===== src/rtl/branch_resolve_queue_pkg.sv =====
// Shared constants for the branch resolve queue, its counters, and the
// predictor/fetch stages that talk to it.
package branch_resolve_queue_pkg;

  localparam int BRQ_DEPTH = 8;
  localparam int BRQ_TAG_W = 3;
  localparam int BRQ_PC_W  = 16;
  localparam int BRQ_CNT_W = 16;

  localparam int ENTRY_PC_W     = BRQ_PC_W;
  localparam int ENTRY_PRED_W   = 1;
  localparam int ENTRY_ACTUAL_W = 1;

endpackage


===== src/rtl/branch_resolve_queue_sat_counter.sv =====
// Saturating up-counter used for the retired-branch and mispredict statistics.
module sat_counter #(
  parameter int W = 16
) (
  input  logic         clk,
  input  logic         rst,
  input  logic         inc,
  output logic [W-1:0] count
);

  // Count increments, sticking at all-ones instead of wrapping
  always_ff @(posedge clk or posedge rst) begin
    if (rst) begin
      count <= '0;
    end else if (inc && (count != '1)) begin
      count <= count + W'(1);
    end
  end

endmodule


===== src/rtl/branch_resolve_queue.sv =====
// In-flight branch tracker: allocates in prediction order, accepts resolutions
// in any order, and retires results back to the predictor strictly in order.
module branch_resolve_queue
  import branch_resolve_queue_pkg::*;
#(
  parameter int DEPTH = BRQ_DEPTH,
  parameter int TAG_W = BRQ_TAG_W,
  parameter int PC_W  = BRQ_PC_W,
  parameter int CNT_W = BRQ_CNT_W
) (
  input  logic             clk,
  input  logic             rst,
  input  logic             pred_valid,
  input  logic [PC_W-1:0]  pred_pc,
  input  logic             pred_taken,
  output logic             pred_ready,
  output logic [TAG_W-1:0] pred_tag,
  input  logic             resolve_valid,
  input  logic [TAG_W-1:0] resolve_tag,
  input  logic             resolve_taken,
  output logic             result_valid,
  output logic [PC_W-1:0]  result_pc,
  output logic             result,
  output logic             mispredict,
  output logic [CNT_W-1:0] branch_count,
  output logic [CNT_W-1:0] mispred_count
);

  logic [DEPTH-1:0] valid_q;
  logic [DEPTH-1:0] resolved_q;
  logic [DEPTH-1:0] pred_q;
  logic [DEPTH-1:0] actual_q;
  logic [PC_W-1:0]  pc_q [DEPTH];

  logic [TAG_W-1:0] head_q;
  logic [TAG_W-1:0] tail_q;
  logic [TAG_W:0]   count_q;

  logic alloc;
  logic resolve_hit;
  logic retire;
  logic head_mispredict;

  // Readiness comes only from the registered occupancy, so a full queue stays
  // closed on the edge where its head retires.
  assign pred_ready      = (count_q < (TAG_W+1)'(DEPTH));
  assign pred_tag        = tail_q;
  assign alloc           = pred_valid & pred_ready;
  assign resolve_hit     = resolve_valid & valid_q[resolve_tag] & ~resolved_q[resolve_tag];
  assign retire          = valid_q[head_q] & resolved_q[head_q];
  assign head_mispredict = actual_q[head_q] ^ pred_q[head_q];

  // Per-entry storage: allocate at tail, mark resolutions, clear on retire
  always_ff @(posedge clk or posedge rst) begin
    if (rst) begin
      valid_q    <= '0;
      resolved_q <= '0;
      pred_q     <= '0;
      actual_q   <= '0;
      for (int i = 0; i < DEPTH; i++) begin
        pc_q[i] <= '0;
      end
    end else begin
      for (int i = 0; i < DEPTH; i++) begin
        if (alloc && (tail_q == TAG_W'(i))) begin
          valid_q[i]    <= 1'b1;
          resolved_q[i] <= 1'b0;
          pc_q[i]       <= pred_pc;
          pred_q[i]     <= pred_taken;
        end else begin
          if (retire && (head_q == TAG_W'(i))) begin
            valid_q[i] <= 1'b0;
          end
          if (resolve_hit && (resolve_tag == TAG_W'(i))) begin
            resolved_q[i] <= 1'b1;
            actual_q[i]   <= resolve_taken;
          end
        end
      end
    end
  end

  // Ring pointers and occupancy; pointers wrap naturally at DEPTH
  always_ff @(posedge clk or posedge rst) begin
    if (rst) begin
      head_q  <= '0;
      tail_q  <= '0;
      count_q <= '0;
    end else begin
      if (alloc) begin
        tail_q <= tail_q + TAG_W'(1);
      end
      if (retire) begin
        head_q <= head_q + TAG_W'(1);
      end
      case ({alloc, retire})
        2'b10:   count_q <= count_q + (TAG_W+1)'(1);
        2'b01:   count_q <= count_q - (TAG_W+1)'(1);
        default: count_q <= count_q;
      endcase
    end
  end

  // Registered retire result to the predictor; pc/direction hold when idle
  always_ff @(posedge clk or posedge rst) begin
    if (rst) begin
      result_valid <= 1'b0;
      result_pc    <= '0;
      result       <= 1'b0;
      mispredict   <= 1'b0;
    end else begin
      result_valid <= retire;
      mispredict   <= retire & head_mispredict;
      if (retire) begin
        result_pc <= pc_q[head_q];
        result    <= actual_q[head_q];
      end
    end
  end

  sat_counter #(.W(CNT_W)) u_branch_count (
    .clk   (clk),
    .rst   (rst),
    .inc   (retire),
    .count (branch_count)
  );

  sat_counter #(.W(CNT_W)) u_mispred_count (
    .clk   (clk),
    .rst   (rst),
    .inc   (retire & head_mispredict),
    .count (mispred_count)
  );

endmodule


===== config.mk =====
export PLATFORM = sky130hd
export DESIGN_NAME = branch_resolve_queue
export DESIGN_NICKNAME = d
export VERILOG_FILES = /design/src/rtl/branch_resolve_queue_pkg.sv /design/src/rtl/branch_resolve_queue_sat_counter.sv /design/src/rtl/branch_resolve_queue.sv
export SDC_FILE = /design/constraint.sdc
export NUM_CORES = 1
export LEC_CHECK = 0
export CAP_MARGIN = 30
export CORE_MARGIN = 8
export CORE_UTILIZATION = 35
export CTS_BUF_LIST = sky130_fd_sc_hd__clkbuf_8
export CTS_CLUSTER_SIZE = 20
export DETAILED_ROUTE_END_ITERATION = 16
export MAX_ROUTING_LAYER = met4
export PLACE_DENSITY = 0.54
export SLEW_MARGIN = 20
export SYNTH_ARGS = -nofsm -noshare
export SYNTH_HDL_FRONTEND = slang
export SYNTH_SLANG_ARGS = --single-unit

===== constraint.sdc =====
create_clock -name clk -period 8.3 [get_ports clk]
set_input_delay 1.66 -clock clk [delete_from_list [all_inputs] [get_ports clk]]
set_output_delay 1.66 -clock clk [all_outputs]
set_load 0.1 [all_outputs]

==> results of run 1 <==
==> metal layers <==
metal | share of wire | vias up
li1 | - | 3036
met1 | 0.47 | 3375
met2 | 0.47 | 124
met3 | 0.041 | 42
met4 | 0.019 | 0
met5 | 0 | -
==> cells by family (layout without fill, tap and decap cells) <==
| family | after synthesis | count (layout) | share of synthesized area |
|---|---|---|---|
| adders and majority gates | 17 | 17 | 0.0210 |
| buffers and inverters | 63 | 192 | 0.0261 |
| DFF | 221 | 221 | 0.547 |
| AOI/OAI and AO/OA | 50 | 50 | 0.0327 |
| muxes | 171 | 171 | 0.233 |
| and+or+nand+nor | 232 | 232 | 0.108 |
| xor gates and xnor gates | 38 | 38 | 0.0329 |
==> registers in the layout, indices dropped and copies added (netlist names) <==
name,cells
pred_tag,3
pred_q,8
valid_q,8
result_valid,1
result,1
head_q,3
actual_q,8
pc_q,128
resolved_q,8
result_pc,16
count_q,4
u_branch_count.count,16
mispredict,1
u_mispred_count.count,16
==> worst reg2reg max path: stages (launching register included) <==
cell and delay [ps]:
dfrtp_2 400, inv_2 120, mux4_2 550, mux2_2 490, inv_2 480, ha_1 370
xor2_1 100, ha_1 180, a21oi_1 140, xor2_1 160, nor2_1 60, xor2_1 140
==> synth_stat cells (all sizes together), types with 2 or more instances <==
library cell / n
dfrtp: 221
o21ai: 7
o21a: 3
ha: 17
nand3: 19
mux2: 131
xor2: 17
and3: 9
and4: 2
a21oi: 8
nor3b: 4
a21boi: 2
a21bo: 3
buf: 13
nand4b: 2
mux2i: 2
mux4: 38
or4: 5
clkbuf: 27
a21o: 3
xnor2: 21
nand2: 122
a31oi: 17
nor4: 8
a31o: 3
o311ai: 2
nand4: 14
nor2: 30
inv: 23
nor2b: 3
nor3: 11
==> power by group through the flow <==
stage	Sequential, mW	Clock, mW	Combinational (mW)
finish	1.08	1.03	0.0608
global route	1.08	1.12	0.0683
CTS	1.08	1.07	0.0618
detailed placement	1.10	0	0.0617
global placement	1.10	0	0.0605
floorplan	1.11	0	0.0213
==> through the flow <==
step | instance area, um2 | util
2_1_floorplan | 10100 | -
3_3_place_gp | 11300 | 0.397
3_5_place_dp | 11400 | 0.398
4_1_cts | 12200 | 0.427
5_1_grt | 12300 | 0.429
6_report | 12300 | 0.429
==> final cells by class <==
cell class | instances | area (um2) | area share
inverters | 23 | 93.8 | 0.00766
multi-input cells | 508 | 4320 | 0.352
flip-flops and latches | 221 | 5530 | 0.451
clock inverters | 16 | 82.6 | 0.00674
well taps | 384 | 480 | 0.0392
clock buffers | 54 | 743 | 0.0606
repair buffers | 99 | 1000 | 0.0820
==> worst paths after layout <==
path,depth (start not counted),to
max in group asynchronous,3,actual_q[2]
worst min register to register,2,pc_q[118]
worst max register to register,11,count_q[2]
min in group asynchronous,2,u_mispred_count.count[11]
worst max-delay path,1,pred_tag[2]
worst min-delay path,2,pc_q[118]
==> impl_metrics.tcl, run 1 <==
set metrics [dict create \
    path_buf_inv 1 \
    hold_buffers 0 \
    grtUsageMet1 0.192 \
    rrSetupSlack_ps 4980 \
    yosys_warnings 0 \
    max_stage_delay_ps 1220 \
    synth_seq_area_share 0.547 \
    grt_pass1_wl_um 38700 \
    drive_gt1_frac 0.286 \
    whs_ps 474 \
    grt_pass1_vias 6894 \
    dp.cells 1233 \
    yosysTopAreaCell "dfrtp_1" \
    final_antenna_net_count 0 \
    synthArstFlopShare 1.00 \
    core_um2 28500 \
    wl_per_cell_um 18.3 \
    portBuffers 79 \
    clock_latency_ps 540 \
    first_pass_iters 4 \
    htreeDepth 2 \
    die_y_um 186 \
    layout_commonest_cell "dfrtp_1" \
    yosysUniqueCellTypes 40 \
    min_from "pc_q[118]" \
    synth-edff-count 0 \
    finalSetupTns_ps 0 \
    p_int_mw 1.68 \
    start_util 0.354 \
    crit_chain "clkdlybuf4s50_1" \
    clock_skew_ps 33.6 \
    rsz0062_at_grt "no" \
    boundaryPins 80 \
    reg2reg_from "head_q[1]" \
    slowest_stage "clkdlybuf4s50_1" \
    synth_cells 792 \
    antennaDiodeCount 0 \
    finalCriticalPeriod_ps 3880 \
    fin_ws_ps 4420 \
    grt_max_degree 97 \
    critPathCaptureType "primary output" \
    synth_ff_type "dfrtp_1" \
    busiest_layer "met2" \
    vdd_drop_max_mv 0.0973 \
    antenna_found_initial 0 \
    vias 6577 \
    cts_sinks 221 \
    path_clk_slew_ps 50 \
    grt.total_usage 0.147 \
    max_freq_mhz 257 \
    worst_slew_pin_slew_ps 1020 \
    crit_arrival_ps 2220 \
    seqPwrFrac 0.498 \
    gp_congestion 0.772 \
    worstHoldPathType "register to register" \
    cts_resized 0 \
    globalRouteOverflowTotal 0 \
    swShare 0.227 \
    dpl.hpwl_um 14500 \
    cp-start-kind "register" \
    syn_area_um2 10100 \
    nets 935 \
    startpoint "pred_tag[2]" \
    crit_required_ps 6640 \
    drt_iter0_drc 305 \
    chipWidth_um 186 \
    cts_setup_buffers 0 \
    setup_viol 0 \
    drt-total-wl_um 23900 \
    place_ws_ps 4280 \
    cts_buffers 40 \
    cts_tree "yes" \
    cts_root_buf "clkbuf_8" \
    pwr-share-comb 0.028 \
    critical-path-top-delay-family "buffers and inverters" \
    routed_via_density 5.04 \
    power_mw 2.17 \
    n_fill_cell 2760 \
    clockBufferDepth 3 \
    final_cells 1305 \
    slew_viol_final 0 \
    cp_max_fo 7 \
    finalHoldViolCount 0 \
    syn_avg_cell_area_um2 12.8 \
    outcome "completed" \
    synth_top_area_frac 0.547 \
    p_leak_nw 5.79 \
    ys_ff_latch 221 \
    fp.dieArea_um2 34600 \
    p_switching_mw 0.492 \
    finalCritPeriodShare 0.468 \
    drv_cap 0 \
    layout_common_cells "dfrtp_1, mux2_2, nand2_1, clkdlybuf4s50_1, clkbuf_8" \
    synth_fp_nets 834 \
    clkPwrFrac 0.474 \
    use_met2 0.232 \
    area_growth_pct 21.2 \
    synth_area_leaders "dfrtp_1, mux2_2, mux4_2, nand2_1, ha_1" \
    drc 0 \
    powerDensity_nw_per_um2 177 \
    num_rows 62 \
    slew_headroom 0.317 \
    use_met3 0.0248 \
    crit_type "register to primary output" \
]
Note: power is estimated with default switching activity, not from simulation.
==> inputs of run 2 (changes only) <==
PLACE_DENSITY = 0.55   (was 0.54)
clock period = 3.3 ns   (was 8.3 ns; I/O delays follow)
==> run 2 against run 1 <==
Hold slack is essentially flat. Critical endpoint is now u_mispred_count.count[14]. Final area shrank 2.1%. Via count hardly changed. Combinational power increased by 150%. Non-clock buffer count rose by 8. Count of clock-buffer cells in the layout shrank 9. Wire length grew 2.4%.
==> impl_metrics.tcl, run 2 (synthesis results as in run 1) <==
set metrics [dict create \
    outcome "completed" \
    fin_ws_ps 573 \
    r2r_cells 6 \
    gp_congestion 0.790 \
    n_fill_cell 2744 \
    clockBufferDepth 3 \
    crit_type "register to register" \
    dp.cells 1242 \
    p_leak_nw 5.87 \
    placed_area_um2 11300 \
    power_mw 5.20 \
    slew_viol_final 0 \
    cts_buffers 40 \
    drt-met1-wl_um 11300 \
    startpoint "head_q[0]" \
    wl_met2_um 11700 \
    crit_path_end "u_mispred_count.count[14]" \
    powerDensity_nw_per_um2 433 \
    drc 0 \
    largest_register_ffs 128 \
    finalHoldViolCount 0 \
    chipWidth_um 186 \
    setup_viol 0 \
    clock_skew_ps 9.06 \
    critPathCaptureType "register" \
    layout_common_cells "dfrtp_1, mux2_2, nand2_1, buf_4, clkbuf_8" \
    layout_commonest_cell "dfrtp_1" \
    worst_slew_pin_slew_ps 786 \
    reg2reg_from "head_q[0]" \
    routed_via_density 5.03 \
    globalRouteOverflowTotal 0 \
    crit_arrival_ps 3140 \
    worstHoldPathType "register to register" \
    start_util 0.354 \
    antennaDiodeCount 0 \
    drt_iter0_drc 408 \
    core_um2 28500 \
    hold_buffers 0 \
    vdd_drop_max_mv 0.194 \
    cts_root_buf "clkbuf_8" \
    finalCritPeriodShare 0.826 \
    portBuffers 79 \
    wl_met3_um 1110 \
    grt_pass1_vias 6970 \
    antenna_found_initial 0 \
    fin_area_um2 12000 \
    boundaryPins 80 \
    crit_required_ps 3720 \
    htreeDepth 2 \
    cp-start-kind "register" \
    top_layer_used "met4" \
    vias 6572 \
    grt_max_degree 100 \
    clock_latency_ps 530 \
    path_clk_slew_ps 60 \
    rsz0062_at_grt "no" \
    area_growth_pct 18.7 \
    die_y_um 186 \
    drt-total-wl_um 24500 \
    cts_resized 0 \
    r2r_end "u_mispred_count.count[14]" \
    first_pass_iters 4 \
    dpl.hpwl_um 15700 \
    max_freq_mhz 367 \
    cp_max_fo 12 \
    top_register "pc_q" \
    cts_setup_buffers 0 \
    place_ws_ps 502 \
    slew_headroom 0.469 \
    cts_sinks 221 \
    whs_ps 474 \
    grt.total_usage 0.151 \
    final_cells 1306 \
    wl_per_cell_um 18.8 \
    final_core_util 0.420 \
    finalSetupTns_ps 0 \
    cts_tree "yes" \
    drv_cap 0 \
    fp.dieArea_um2 34600 \
    grt_pass1_wl_um 39700 \
    nets 943 \
    num_rows 62 \
    drive_gt1_frac 0.343 \
    final_antenna_net_count 0 \
    finalCriticalPeriod_ps 2730 \
    rrSetupSlack_ps 570 \
]
==> run 2: cell types whose count changed in the layout (fill, tap and decap cells not counted), sizes merged <==
cell           change
buf               +62
clkbuf             -8
clkdlybuf4s50     -55
clkinv             +1
clkinvlp           -1
inv                +2
==> run 2: power by group <==
part           leakage (nW)  internal, mW  switching [mW]
clock network         0.413          1.23            1.10
logic                  2.41        0.0408           0.108
registers              3.04          2.71         0.00450
total                  5.87          3.99            1.21
==> run 2: layer usage <==
| layer | up-vias | GRT usage |
|---|---|---|
| li1 | 3046 | - |
| met1 | 3358 | 0.197 |
| met2 | 133 | 0.238 |
| met3 | 35 | 0.0291 |
| met4 | 0 | 0.0419 |
| met5 | - | - |
==> run 2: critical path, stage by stage (launching register included) <==
cell and delay (ps):
dfrtp_2 590, mux4_2 540, mux2i_1 350, xnor2_1 260
clkbuf_2 220, or4_1 500, xnor2_1 140
==> run 2: how the worst min path moves through the flow <==
stage / start / slack (ps) / cells past startpoint / endpoint
2_1_floorplan: pc_q[112] / 440 / 2 / pc_q[112]
3_3_place_gp: pc_q[124] / 460 / 2 / pc_q[124]
3_5_place_dp: pc_q[123] / 460 / 2 / pc_q[123]
4_1_cts: rst / 470 / 2 / u_mispred_count.count[7]
5_1_grt: rst / 480 / 2 / u_mispred_count.count[8]
6_report: pc_q[116] / 470 / 2 / pc_q[116]
==> run 2: final cells by class <==
class,count,area [um2],share of cell area
Sequential cell,221,5530,0.461
Multi-Input combinational cell,508,4320,0.360
Timing Repair Buffer,107,886,0.0738
Clock buffer,45,619,0.0516
Tap cell,384,480,0.0400
Inverter,23,90.1,0.00751
Clock inverter,18,77.6,0.00646
==> inputs of run 3 (changes only) <==
clock period = 2.3 ns   (was 3.3 ns; I/O delays follow)
==> run 3 against run 2 <==
The flow now finishes with violations (setup timing). Critical path depth is the same. Sequential power grew 43%. Combinational power grew 62%. Setup slack lost 640 ps. First-iteration DRC count shrank 20%. Wire length shrank 0.38%. Cell count grew 3.4%. Utilization grew 2.1 points. Register-to-register slack lost 640 ps. Critical endpoint is now u_mispred_count.count[3].
==> impl_metrics.tcl, run 3 (synthesis results as in run 1) <==
set metrics [dict create \
    setup_viol 6 \
    dpl.hpwl_um 16700 \
    layout_commonest_cell "dfrtp_1" \
    final_antenna_net_count 0 \
    start_util 0.354 \
    rsz0062_at_grt "yes" \
    grt_pass1_wl_um 40000 \
    htreeDepth 2 \
    num_rows 62 \
    rrSetupSlack_ps -60 \
    clockBufferDepth 3 \
    finalSetupTns_ps -245 \
    portBuffers 79 \
    crit_arrival_ps 2760 \
    grt_pass1_vias 7200 \
    cp-start-kind "register" \
    die_y_um 186 \
    grt.total_usage 0.152 \
    worstHoldPathType "primary input to asynchronous set/reset pin" \
    vias 6655 \
    violations "setup timing" \
    fin_ws_ps -61.9 \
    critPathCaptureType "register" \
    cts_buffers 40 \
    vdd_drop_max_mv 0.302 \
    seqPwrFrac 0.514 \
    r2r_end "u_mispred_count.count[3]" \
    crit_required_ps 2700 \
    r2r_cells 6 \
    grt_max_degree 53 \
    drive_gt1_frac 0.384 \
    p_leak_nw 6.15 \
    drc 0 \
    cts_sinks 221 \
    finalHoldViolCount 0 \
    path_clk_slew_ps 60 \
    pwr-share-comb 0.032 \
    boundaryPins 80 \
    register_area_um2 5530 \
    drt_iter0_drc 325 \
    cts_tree "yes" \
    p_switching_mw 1.76 \
    worst_slew_pin_slew_ps 785 \
    critical-path-top-delay-family "multiplexers" \
    drt-total-wl_um 24400 \
    powerDensity_nw_per_um2 602 \
    n_fill_cell 2713 \
    clkPwrFrac 0.454 \
    slew_viol_final 0 \
    clock_skew_ps 34.4 \
    top_register "pc_q" \
    p_int_mw 5.82 \
    max_stage_delay_ps 560 \
    routed_via_density 4.93 \
    first_pass_iters 4 \
    antenna_found_initial 0 \
    path_buf_inv 2 \
    layout_common_cells "dfrtp_1, mux2_2, nand2_1, buf_4, clkbuf_8" \
    finalCriticalPeriod_ps 2360 \
    crit_chain "inv_4 > mux4_2 > mux2_4 > buf_4 > or4_1 > xnor2_1" \
    clock_latency_ps 540 \
    multi_input_area_um2 4400 \
    area_growth_pct 24.6 \
    core_um2 28500 \
    slowest_stage "or4_1" \
    finalCritPeriodShare 1.03 \
    crit_cells 6 \
    reg2reg_from "head_q[1]" \
    chipWidth_um 186 \
    wl_per_cell_um 18.1 \
    final_core_util 0.441 \
    gp_congestion 0.810 \
    drv_cap 0 \
    fp.dieArea_um2 34600 \
    max_freq_mhz 423 \
    crit_type "register to register" \
    fin_area_um2 12600 \
    cp_max_fo 24 \
    largest_register_ffs 128 \
    slew_headroom 0.470 \
    antennaDiodeCount 0 \
    cts_root_buf "clkbuf_8" \
    hold_buffers 0 \
    nets 985 \
    globalRouteOverflowTotal 0 \
    placed_area_um2 11800 \
    outcome "finished, violations left" \
    swShare 0.232 \
]
[run 3: worst reg2reg max path: cells and delay by family (launching register included)]
family	cells	cell delay, ps
multiplexers	2	810
XOR/XNOR	1	140
flip-flops	1	410
buffers and inverters	2	300
AND/OR/NAND/NOR	1	560
[run 3: cell type report]
cell class	instances	share of cell area
clock inverters	19	0.00735
multi-input cells	508	0.349
flip-flops and latches	221	0.439
repair buffers	149	0.107
well taps	384	0.0381
clock buffers	47	0.0513
inverters	23	0.00755
[run 3: per-layer routing]
layer  track usage  vias to the layer above  share of wire
met4        0.0441                        0          0.020
met1         0.195                     3376           0.46
met2         0.241                      121           0.48
li1              -                     3118              -
met5             -                        -              0
met3        0.0299                       40          0.047
[run 3: through the flow]
| step | power, mW | cells | hold WS [ps] | setup slack (ps) |
|---|---|---|---|---|
| 6_report | 7.59 | 1351 | 264 | -61.9 |
| 5_1_grt | 7.95 | 1351 | 265 | -160 |
| 4_1_cts | 7.74 | 1348 | 239 | -80.5 |
| 3_5_place_dp | 4.22 | 1281 | 462 | -86.3 |
| 3_3_place_gp | 4.22 | 1281 | 457 | -104 |
| 2_1_floorplan | 4.07 | 792 | 441 | -1040 |
[run 3: how the worst max path moves through the flow]
| stage | from | end | slack [ps] |
|---|---|---|---|
| floorplan | rst | actual_q[0] | -1040 |
| global placement | pred_valid | count_q[2] | -100 |
| detailed placement | head_q[0] | u_mispred_count.count[3] | -90 |
| CTS | head_q[1] | count_q[2] | -80 |
| global route | head_q[1] | count_q[2] | -160 |
| finish | head_q[1] | u_mispred_count.count[3] | -60 |
[run 3: power by group through the flow]
stage | Combinational [mW] | Clock (mW) | Sequential (mW)
floorplan | 0.0777 | 0 | 3.99
global placement | 0.251 | 0 | 3.97
detailed placement | 0.249 | 0 | 3.97
CTS | 0.251 | 3.59 | 3.90
global route | 0.272 | 3.78 | 3.90
finish | 0.241 | 3.44 | 3.90
[run 3: what timing repair did]
action | CTS | global route
gates resized for setup | 8 | 5
buffers inserted | 1 | 3
endpoints found under the setup margin | 7 | 9
hold endpoints to repair | 0 | 0
cloned | 0 | 0
pin swaps | 4 | 5
